==> config.mk <==
export PLATFORM = sky130hd
export DESIGN_NAME = song_rx_loader_flat
export DESIGN_NICKNAME = d
export VERILOG_FILES = /design/src/rtl/song_rx_loader_pkg.sv /design/src/rtl/song_rx_loader_if.sv /design/src/rtl/song_rx_loader_rx_byte_pop.sv /design/src/rtl/song_rx_loader.sv /design/src/flat_wrapper.sv
export SDC_FILE = /design/constraint.sdc
export NUM_CORES = 1
export LEC_CHECK = 0
export ABC_AREA = 1
export BUFFER_PORTS_ARGS = -buffer_cell sky130_fd_sc_hd__buf_4
export CORE_MARGIN = 2
export CORE_UTILIZATION = 41
export DETAILED_ROUTE_END_ITERATION = 12
export GPL_TIMING_DRIVEN = 0
export PLACE_DENSITY = 0.58
export SYNTH_ARGS = -nofsm -noshare
export SYNTH_HDL_FRONTEND = slang
export SYNTH_SLANG_ARGS = --single-unit
==> constraint.sdc <==
create_clock -name hwclk -period 14.78 [get_ports hwclk]
set_clock_uncertainty 0.2 [all_clocks]
set_input_delay 0 -clock hwclk [delete_from_list [all_inputs] [get_ports hwclk]]
set_output_delay 0 -clock hwclk [all_outputs]
set_load 0.01 [all_outputs]
==> src/rtl/song_rx_loader_pkg.sv <==
// rtl/song_rx_loader_pkg.sv - shared types, constants and byte placement helper for the song loader
package song_rx_loader_pkg;

    typedef enum logic [1:0] {IDLE, DATA, CSUM, COMMIT} rx_state_t;

    localparam logic [7:0] SONG_HEADER = 8'hA5;

    // Bit offset of data byte k inside the packed lane vector:
    // lane k/bytes_per_lane, MSB-first within that lane.
    function automatic int byte_pos(input int k, input int lane_bits);
        int bpl;
        bpl = lane_bits / 8;
        return (k / bpl) * lane_bits + (bpl - 1 - (k % bpl)) * 8;
    endfunction

endpackage

==> src/rtl/song_rx_loader_if.sv <==
// rtl/song_rx_loader_if.sv - UART byte receive/echo handshake bundle
// master: host/UART side (drives rxdata, rxready, txready)
// slave : loader side (drives rxclk, txdata, txclk)
interface song_rx_loader_if;
    logic [7:0] rxdata;
    logic       rxready;
    logic       rxclk;
    logic [7:0] txdata;
    logic       txready;
    logic       txclk;

    modport master (output rxdata, rxready, txready, input rxclk, txdata, txclk);
    modport slave  (input rxdata, rxready, txready, output rxclk, txdata, txclk);
endinterface

==> src/rtl/song_rx_loader_rx_byte_pop.sv <==
// rtl/song_rx_loader_rx_byte_pop.sv - byte accept rule and registered one-cycle pop strobe
// Ports: hwclk/reset (async, active-high), en, rxdata/rxready from the UART,
//        rxclk pop strobe back to it, byte_valid/byte_data to the packet FSM.
module rx_byte_pop (
    input  logic       hwclk,
    input  logic       reset,
    input  logic       en,
    input  logic [7:0] rxdata,
    input  logic       rxready,
    output logic       rxclk,
    output logic       byte_valid,
    output logic [7:0] byte_data
);
    logic rxclk_q, rxclk_d;

    // The sender still shows rxready during the strobe cycle, so a byte
    // is never taken while rxclk is high; this caps intake at 1 byte / 2 cycles.
    always_comb begin
        byte_valid = en && rxready && !rxclk_q;
        rxclk_d    = byte_valid;
    end

    always_ff @(posedge hwclk or posedge reset) begin
        if (reset) rxclk_q <= 1'b0;
        else       rxclk_q <= rxclk_d;
    end

    assign rxclk     = rxclk_q;
    assign byte_data = rxdata;
endmodule

==> src/rtl/song_rx_loader.sv <==
// rtl/song_rx_loader.sv - song upload packet parser building note-lane bitmaps
// Ports: hwclk, reset (async, active-high), en (editor mode), uart (slave side of
//        song_rx_loader_if), notes_out (lane i at [i*LANE_BITS +: LANE_BITS]),
//        load_done / load_err one-cycle pulses, busy (state != IDLE).
// Packet: HEADER, NUM_LANES*LANE_BITS/8 data bytes, XOR checksum of the data bytes.
// Build option: SONG_RX_ECHO_EN echoes every accepted byte on txdata/txclk.
module song_rx_loader
    import song_rx_loader_pkg::*;
#(
    parameter int         NUM_LANES   = 2,
    parameter int         LANE_BITS   = 32,
    parameter int         TIMEOUT_CYC = 12_000_000,
    parameter logic [7:0] HEADER      = SONG_HEADER
) (
    input  logic                           hwclk,
    input  logic                           reset,
    input  logic                           en,
    song_rx_loader_if.slave                uart,
    output logic [NUM_LANES*LANE_BITS-1:0] notes_out,
    output logic                           load_done,
    output logic                           load_err,
    output logic                           busy
);
    localparam int NB = NUM_LANES * LANE_BITS / 8;
    localparam int CW = $clog2(NB + 1);
    localparam int TW = (TIMEOUT_CYC > 1) ? $clog2(TIMEOUT_CYC) : 1;
    localparam int VW = NUM_LANES * LANE_BITS;

    logic       rxclk, byte_valid;
    logic [7:0] byte_data;

    rx_byte_pop u_pop (
        .hwclk      (hwclk),
        .reset      (reset),
        .en         (en),
        .rxdata     (uart.rxdata),
        .rxready    (uart.rxready),
        .rxclk      (rxclk),
        .byte_valid (byte_valid),
        .byte_data  (byte_data)
    );
    assign uart.rxclk = rxclk;

    rx_state_t         state_q, state_d;
    logic [CW-1:0]     count_q, count_d;
    logic [7:0]        xor_q, xor_d;
    logic [TW-1:0]     timer_q, timer_d;
    logic [VW-1:0]     shadow_q, shadow_d;
    logic [VW-1:0]     notes_q, notes_d;
    logic              done_q, done_d;
    logic              err_q, err_d;

    always_comb begin
        state_d  = state_q;
        count_d  = count_q;
        xor_d    = xor_q;
        timer_d  = timer_q;
        shadow_d = shadow_q;
        notes_d  = notes_q;
        done_d   = 1'b0;
        err_d    = 1'b0;
        if (!en) begin
            // Leaving editor mode silently drops any partial packet.
            state_d = IDLE;
        end else begin
            case (state_q)
                IDLE: begin
                    if (byte_valid && byte_data == HEADER) begin
                        state_d = DATA;
                        count_d = '0;
                        xor_d   = '0;
                        timer_d = '0;
                    end
                end
                DATA: begin
                    if (byte_valid) begin
                        for (int k = 0; k < NB; k++) begin
                            if (count_q == CW'(k)) shadow_d[byte_pos(k, LANE_BITS) +: 8] = byte_data;
                        end
                        xor_d   = xor_q ^ byte_data;
                        count_d = count_q + 1'b1;
                        timer_d = '0;
                        if (count_q == CW'(NB - 1)) state_d = CSUM;
                    end else if (timer_q == TW'(TIMEOUT_CYC - 1)) begin
                        err_d   = 1'b1;
                        state_d = IDLE;
                    end else begin
                        timer_d = timer_q + 1'b1;
                    end
                end
                CSUM: begin
                    if (byte_valid) begin
                        timer_d = '0;
                        if (byte_data == xor_q) begin
                            state_d = COMMIT;
                        end else begin
                            err_d   = 1'b1;
                            state_d = IDLE;
                        end
                    end else if (timer_q == TW'(TIMEOUT_CYC - 1)) begin
                        err_d   = 1'b1;
                        state_d = IDLE;
                    end else begin
                        timer_d = timer_q + 1'b1;
                    end
                end
                COMMIT: begin
                    notes_d = shadow_q;
                    done_d  = 1'b1;
                    state_d = IDLE;
                end
                default: state_d = IDLE;
            endcase
        end
    end

    always_ff @(posedge hwclk or posedge reset) begin
        if (reset) begin
            state_q  <= IDLE;
            count_q  <= '0;
            xor_q    <= '0;
            timer_q  <= '0;
            shadow_q <= '0;
            notes_q  <= '0;
            done_q   <= 1'b0;
            err_q    <= 1'b0;
        end else begin
            state_q  <= state_d;
            count_q  <= count_d;
            xor_q    <= xor_d;
            timer_q  <= timer_d;
            shadow_q <= shadow_d;
            notes_q  <= notes_d;
            done_q   <= done_d;
            err_q    <= err_d;
        end
    end

    assign notes_out = notes_q;
    assign load_done = done_q;
    assign load_err  = err_q;
    assign busy      = (state_q != IDLE);

`ifdef SONG_RX_ECHO_EN
    logic [7:0] txdata_q, txdata_d;

    // Echo is best effort: if the transmitter is not ready the byte is dropped.
    always_comb begin
        txdata_d = byte_valid ? byte_data : txdata_q;
    end

    always_ff @(posedge hwclk or posedge reset) begin
        if (reset) txdata_q <= 8'h00;
        else       txdata_q <= txdata_d;
    end

    assign uart.txdata = txdata_q;
    assign uart.txclk  = rxclk && uart.txready;
`else
    assign uart.txdata = 8'h00;
    assign uart.txclk  = 1'b0;
    wire unused_txready = uart.txready;
`endif
endmodule

==> src/flat_wrapper.sv <==
// flat-port wrapper written by rule: the top's interface ports become plain ports
module song_rx_loader_flat import song_rx_loader_pkg::*;
#(
    parameter int         NUM_LANES   = 2,
    parameter int         LANE_BITS   = 32,
    parameter int         TIMEOUT_CYC = 12_000_000,
    parameter logic [7:0] HEADER      = SONG_HEADER
)
  (hwclk, reset, en, notes_out, load_done, load_err, busy, uart_rxdata, uart_rxready, uart_txready, uart_rxclk, uart_txdata, uart_txclk);
  song_rx_loader_if uart_i ();
  input  logic hwclk;
  input  logic reset;
  input  logic en;
  output logic [NUM_LANES*LANE_BITS-1:0] notes_out;
  output logic load_done;
  output logic load_err;
  output logic busy;
  input wire logic [$bits(uart_i.rxdata)-1:0] uart_rxdata;
  input wire logic [$bits(uart_i.rxready)-1:0] uart_rxready;
  input wire logic [$bits(uart_i.txready)-1:0] uart_txready;
  output wire logic [$bits(uart_i.rxclk)-1:0] uart_rxclk;
  output wire logic [$bits(uart_i.txdata)-1:0] uart_txdata;
  output wire logic [$bits(uart_i.txclk)-1:0] uart_txclk;
  assign uart_i.rxdata = uart_rxdata;
  assign uart_i.rxready = uart_rxready;
  assign uart_i.txready = uart_txready;
  assign uart_rxclk = uart_i.rxclk;
  assign uart_txdata = uart_i.txdata;
  assign uart_txclk = uart_i.txclk;
  song_rx_loader #(.NUM_LANES(NUM_LANES), .LANE_BITS(LANE_BITS), .TIMEOUT_CYC(TIMEOUT_CYC), .HEADER(HEADER)) u_core (.hwclk(hwclk), .reset(reset), .en(en), .uart(uart_i), .notes_out(notes_out), .load_done(load_done), .load_err(load_err), .busy(busy));
endmodule
==> results.toml, run 1 <==
[run_status]
status = "complete, but fails checks"
violations = "DRC"

[placed_design]
post-place-ws_ps = 12330
globalplace.congestion = 0.9072
dpl.hpwl_um = 12610
placed_cells = 1248
port_buffers = 79

[floorplanning]
io_pins = 90
core.rowCount = 49
die_h_um = 140.1
core_area_um2 = 18090
die_w_um = 140.1
fp.dieArea_um2 = 19630
floorplan.initialDensity_pct = 41.99

[setup_path]
cp_max_fo = 10
arrival_ps = 3100
startpoint_type = "register"
cp-end-kind = "register"
cp.required_ps = 14940
path_class = "reg2reg"

[global_routing]
globalRoute.totalOverflow = 0
track_usage_pct = 19.61
antenna_found_initial = 0
grt_pass1_vias = 5856
grt_max_degree = 109
grt_pass1_wl_um = 30620

[cells_and_area]
fin_nets = 1074
final_common_cell = "nand2_1"
drive_above_1_share_pct = 14.00
layout.cells.non_filler = 1293
area_growth_pct = 21.30
antenna_cells = 0
final_cell_mix = "nand2_1 (409), dfrtp_1 (169), buf_4 (91)"
nFillCells = 1723
final_core_util_pct = 50.94

[logic_synthesis]
postSynthAreaPerCell_um2 = 8.158
synth-seq-cells = 169
synth_top_area_cell = "dfrtp_1"
synth_area_um2 = 7595
synth_cell_types = 28
yosys-top-cells-area = "dfrtp_1 (56%), nand2_1 (20%), o21ai_1 (4.0%)"
synth_top_family_by_area = "simple AND/OR/NAND/NOR gates"
ys_seq_area_share_pct = 55.68
synth.mux.area_fraction_pct = 0
synth_top_area_share_pct = 55.68
synth_cells = 931
synth-xor-area-share_pct = 1.384
synthAdderAreaFrac_pct = 1.647
yosys_warnings = 0
synth_compound_area_share_pct = 6.722
synth-simple-area-share_pct = 28.57

[routing]
ant_nets = 0
vias_per_cell = 4.800
vias = 6206
finalWirelength_um = 18360
wl_per_cell_um = 14.20
drc = 9
dr.pass1.iters = 10
drt_iter0_markers = 402

[sta]
finalHoldViolCount = 0
fmax_ghz = 0.3400
relSlewSlack_pct = 59.24
drv_slew = 0
finalSetupViolCount = 0
worstMarginPinSlew_ps = 611.4
timing.final.crit_share_pct = 19.90
setup_tns_ps = 0
min_period_ps = 2941
rsz0062_at_grt = "false"
setup_ws_ps = 11840

[cts]
postCtsSetupBuffers = 0
numCtsBuffers = 17
htreeDepth = 4
cts_tree = "done"
cts-root-buf = "clkbuf_16"
insertion_delay_ps = 420
clock-sinks = 169
clk_pin_slew_worst_paths_ps = 70
clockBufferDepth = 2

[flow_run]
maxCapViolCount = 0

[power_and_ir_drop]
power_density_nw_per_um2 = 150.1
p_leak_nw = 4.741
vdd_drop_max_mv = 0.08299

[min_path]
holdCritPathClass = "reg2reg"
path summary, 6_finish.rpt:
check                                         start                   end  slack, ps  cells after the start
worst min register to register  u_core.shadow_q[58]  u_core.notes_out[58]        260                      2
worst min-delay path            u_core.shadow_q[58]  u_core.notes_out[58]        260                      2
worst max register to register    u_core.state_q[0]       u_core.load_err      11840                      7
worst max-delay path              u_core.state_q[0]       u_core.load_err      11840                      7
max in group asynchronous                     reset   u_core.shadow_q[41]      12940                      5
min in group asynchronous                     reset  u_core.notes_out[38]        580                      4
cells in the mapped netlist, drive strengths merged:
cell type  instances
buf               25
xor2               8
clkbuf            14
o22ai              8
nand3             37
o31ai              2
xnor2              4
a21oi              4
nor2              63
nor3               7
o211ai             1
inv               66
clkinv             1
dfrtp            169
o21bai             1
o21ai             82
conb               1
nand2            415
nand4             13
ha                10
layer usage:
| layer | vias to the layer above | global-route usage [%] | part of all wire, % |
|---|---|---|---|
| met5 | - | 0 | 0 |
| met4 | 0 | 5.529 | 1.0 |
| met3 | 13 | 3.385 | 3.3 |
| met2 | 103 | 31.27 | 47 |
| met1 | 2939 | 27.81 | 48 |
| li1 | 3151 | - | - |
power breakdown:
group	internal [W]	total, W	switching [W]
sequential	0.000568	0.000639	0.0000708
combinational	0.000136	0.000332	0.000196
clock	0.000219	0.000412	0.000193
flip-flops by register name, summed over array words and instances (netlist names):
signal	count
u_core.count_q	4
u_core.load_done	1
u_core.state_q	2
u_core.u_pop.rxclk	1
u_core.load_err	1
u_core.shadow_q	64
u_core.timer_q	24
u_core.notes_out	64
u_core.xor_q	8
critical path, stage by stage (launching register included):
cell and delay (ps):
dfrtp_1 480, inv_1 100, ha_1 300, clkbuf_1 450, clkbuf_1 460, o211ai_1 180
a21oi_1 150, dlygate4sd3_1 560
kinds of logic (layout without fill, tap and decap cells):
family          count (synthesis)  count (layout)
compound gates                 98              98
xor+xnor                       12              12
fa+ha+maj                      10              10
buf+inv                       106             231
flops                         169             169
other cells                     1               9
simple gates                  535             535
repair_timing:
action                    CTS  global route
hold endpoints to repair  246             0
hold buffers               13             0
gates resized for setup     0             0
layout make-up:
| type | count | area (um^2) | share of cell area [%] |
|---|---|---|---|
| flip-flops and latches | 169 | 4229 | 45.91 |
| multi-input cells | 664 | 2944 | 31.96 |
| repair buffers | 93 | 750.7 | 8.149 |
| clock buffers | 18 | 429.2 | 4.658 |
| well taps | 229 | 286.5 | 3.110 |
| inverters | 67 | 259.0 | 2.811 |
| plain buffers | 39 | 200.2 | 2.173 |
| clock inverters | 14 | 113.9 | 1.236 |
per-stage QoR:
step,power [W],hold WS (ps),instance area [um^2]
final,0.001383,257.5,9213
after floorplan,0.0008394,-56.35,7625
after global placement,0.0009706,141.8,8504
after detailed placement,0.0009787,-130.9,8539
after global routing,0.001475,266.0,9213
after CTS,0.001399,238.8,9213
Note: power is estimated with default switching activity, not from simulation.
==> run 2, diff against run 1 <==
--- a/config.mk
+++ b/config.mk
@@ -11,7 +11,7 @@
 export CORE_UTILIZATION = 41
 export DETAILED_ROUTE_END_ITERATION = 12
 export GPL_TIMING_DRIVEN = 0
-export PLACE_DENSITY = 0.58
+export PLACE_DENSITY = 0.6
 export SYNTH_ARGS = -nofsm -noshare
 export SYNTH_HDL_FRONTEND = slang
 export SYNTH_SLANG_ARGS = --single-unit
==> constraint.sdc (replaced) <==
create_clock -name hwclk -period 2.5 [get_ports hwclk]
set_clock_uncertainty 0.2 [all_clocks]
set_input_delay 0 -clock hwclk [delete_from_list [all_inputs] [get_ports hwclk]]
set_output_delay 0 -clock hwclk [all_outputs]
set_load 0.01 [all_outputs]
==> results.toml, run 2 (synthesis gave the netlist of run 1 again) <==
[run_status]
status = "complete, but fails checks"
violations = "DRC"

[floorplanning]
fp.dieArea_um2 = 19630
core_area_um2 = 18090
die_h_um = 140.1
core.rowCount = 49
floorplan.initialDensity_pct = 41.99
die_w_um = 140.1
io_pins = 90

[setup_path]
path_cells = "inv_1 > ha_1 > clkbuf_1 > clkbuf_2 > o211ai_1 > a21oi_1"
cp_top_family = "buffers and inverters"
cp_max_fo = 10
cp.required_ps = 2630
startpoint_type = "register"
path_class = "reg2reg"
critPathBufInv = 3
arrival_ps = 2470
cp-end-kind = "register"
slowest_stage = "dfrtp_1"
critPathMaxStageDelay_ps = 480

[routing]
wl_per_cell_um = 14.27
ant_nets = 0
vias_per_cell = 4.809
dr.pass1.iters = 9
drt_iter0_markers = 335
finalWirelength_um = 18480
vias = 6228
drc = 9

[placed_design]
placed_cells = 1252
port_buffers = 79
globalplace.congestion = 0.9156
dpl_cell_area_um2 = 8608
dpl.hpwl_um = 12910

[power_and_ir_drop]
seqPwrFrac_pct = 44.0
power_w = 0.008526
swShare_pct = 31.36
power_density_nw_per_um2 = 910.0
p_leak_nw = 4.804
p_switching_w = 0.002674
vdd_drop_max_mv = 0.5100
intPower_w = 0.005853
clkPwrFrac_pct = 32.6
p_comb_share_pct = 23.4

[cells_and_area]
area_growth_pct = 23.36
fin_nets = 1076
final_cell_area_um2 = 9369
nFillCells = 1752
multi_input_area_um2 = 2957
drive_above_1_share_pct = 14.73
final_cell_mix = "nand2_1 (409), dfrtp_1 (169), buf_4 (91)"
final_common_cell = "nand2_1"
layout.cells.non_filler = 1295
area.sequential_um2 = 4229
antenna_cells = 0
final_core_util_pct = 51.80

[min_path]
holdCritPathClass = "in2reg"

[cts]
insertion_delay_ps = 420
numCtsBuffers = 17
clockBufferDepth = 2
cts-root-buf = "clkbuf_16"
clock-sinks = 169
cts_tree = "done"
clk_pin_slew_worst_paths_ps = 60
htreeDepth = 4

[sta]
min_period_ps = 2344
relSlewSlack_pct = 56.06
setup_tns_ps = 0
worstMarginPinSlew_ps = 659.1
finalHoldViolCount = 0
drv_slew = 0
finalSetupViolCount = 0
timing.final.crit_share_pct = 93.77
fmax_ghz = 0.4266

[global_routing]
track_usage_pct = 19.66
antenna_found_initial = 0
grt_pass1_wl_um = 30370
grt_pass1_vias = 5821
globalRoute.totalOverflow = 0
grt_max_degree = 36

[flow_run]
maxCapViolCount = 0
[run 2: cell count changes in the layout (fill, tap and decap cells not counted), sizes merged, moves of 2 or more]
cell	previous run	this run
buf	105	109
bufinv	0	3
clkbuf	32	35
dlygate4sd3	13	11
inv	72	68
[run 2: power groups by stage]
stage	sequential (W)	combinational, W	clock (W)
5_1_grt	0.00383	0.00227	0.00296
4_1_cts	0.00375	0.00201	0.00284
6_report	0.00375	0.00199	0.00278
3_3_place_gp	0.00378	0.00193	0
3_5_place_dp	0.00379	0.00198	0
2_1_floorplan	0.00383	0.00114	0
[run 2: metrics by stage]
step	setup slack (ps)	hold slack, ps
2_1_floorplan	145.3	-56.35
5_1_grt	-4.663	66.77
3_5_place_dp	-15.12	-139.9
6_report	155.7	23.43
4_1_cts	72.65	1.195
3_3_place_gp	-983.2	145.3
[run 2: tightest hold or removal path, cell delays in order]
cell and delay, ps:
buf_4 110, inv_1 120, nor3_4 90, clkbuf_1 220
[run 2: worst paths after layout]
path                                    start              endpoint  slack [ps]  cells past startpoint
max                         u_core.state_q[0]       u_core.load_err         160                      6
min                              uart_rxready    u_core.u_pop.rxclk          20                      4
max reg2reg                 u_core.state_q[0]       u_core.load_err         160                      6
min reg2reg                u_core.shadow_q[8]   u_core.notes_out[8]         270                      2
max in group asynchronous               reset  u_core.notes_out[54]         580                      7
min in group asynchronous               reset   u_core.notes_out[6]         570                      4
[run 2: per-layer routing]
layer | up-vias | wire, um | part of all wire [%] | global-route usage, %
li1 | 3169 | - | - | -
met3 | 18 | 713 | 3.9 | 4.274
met1 | 2922 | 8398 | 45 | 25.98
met4 | 0 | 217 | 1.2 | 5.210
met5 | - | 0 | 0 | 0
met2 | 119 | 9146 | 50 | 33.08
[run 2: what timing repair did]
action                                  4_1_cts  5_1_grt
endpoints found under the setup margin        1       23
resized for setup                             1        4
endpoints found under the hold margin       158        0
setup buffers                                 0        0
hold buffers                                 11        0
[run 2: final cells by class]
type	count	share of cell area, %
Buffer	39	2.150
Clock buffer	21	5.021
Clock inverter	11	1.696
Inverter	67	2.804
Multi-Input combinational cell	664	31.56
Sequential cell	169	45.14
Tap cell	229	3.058
Timing Repair Buffer	95	8.574
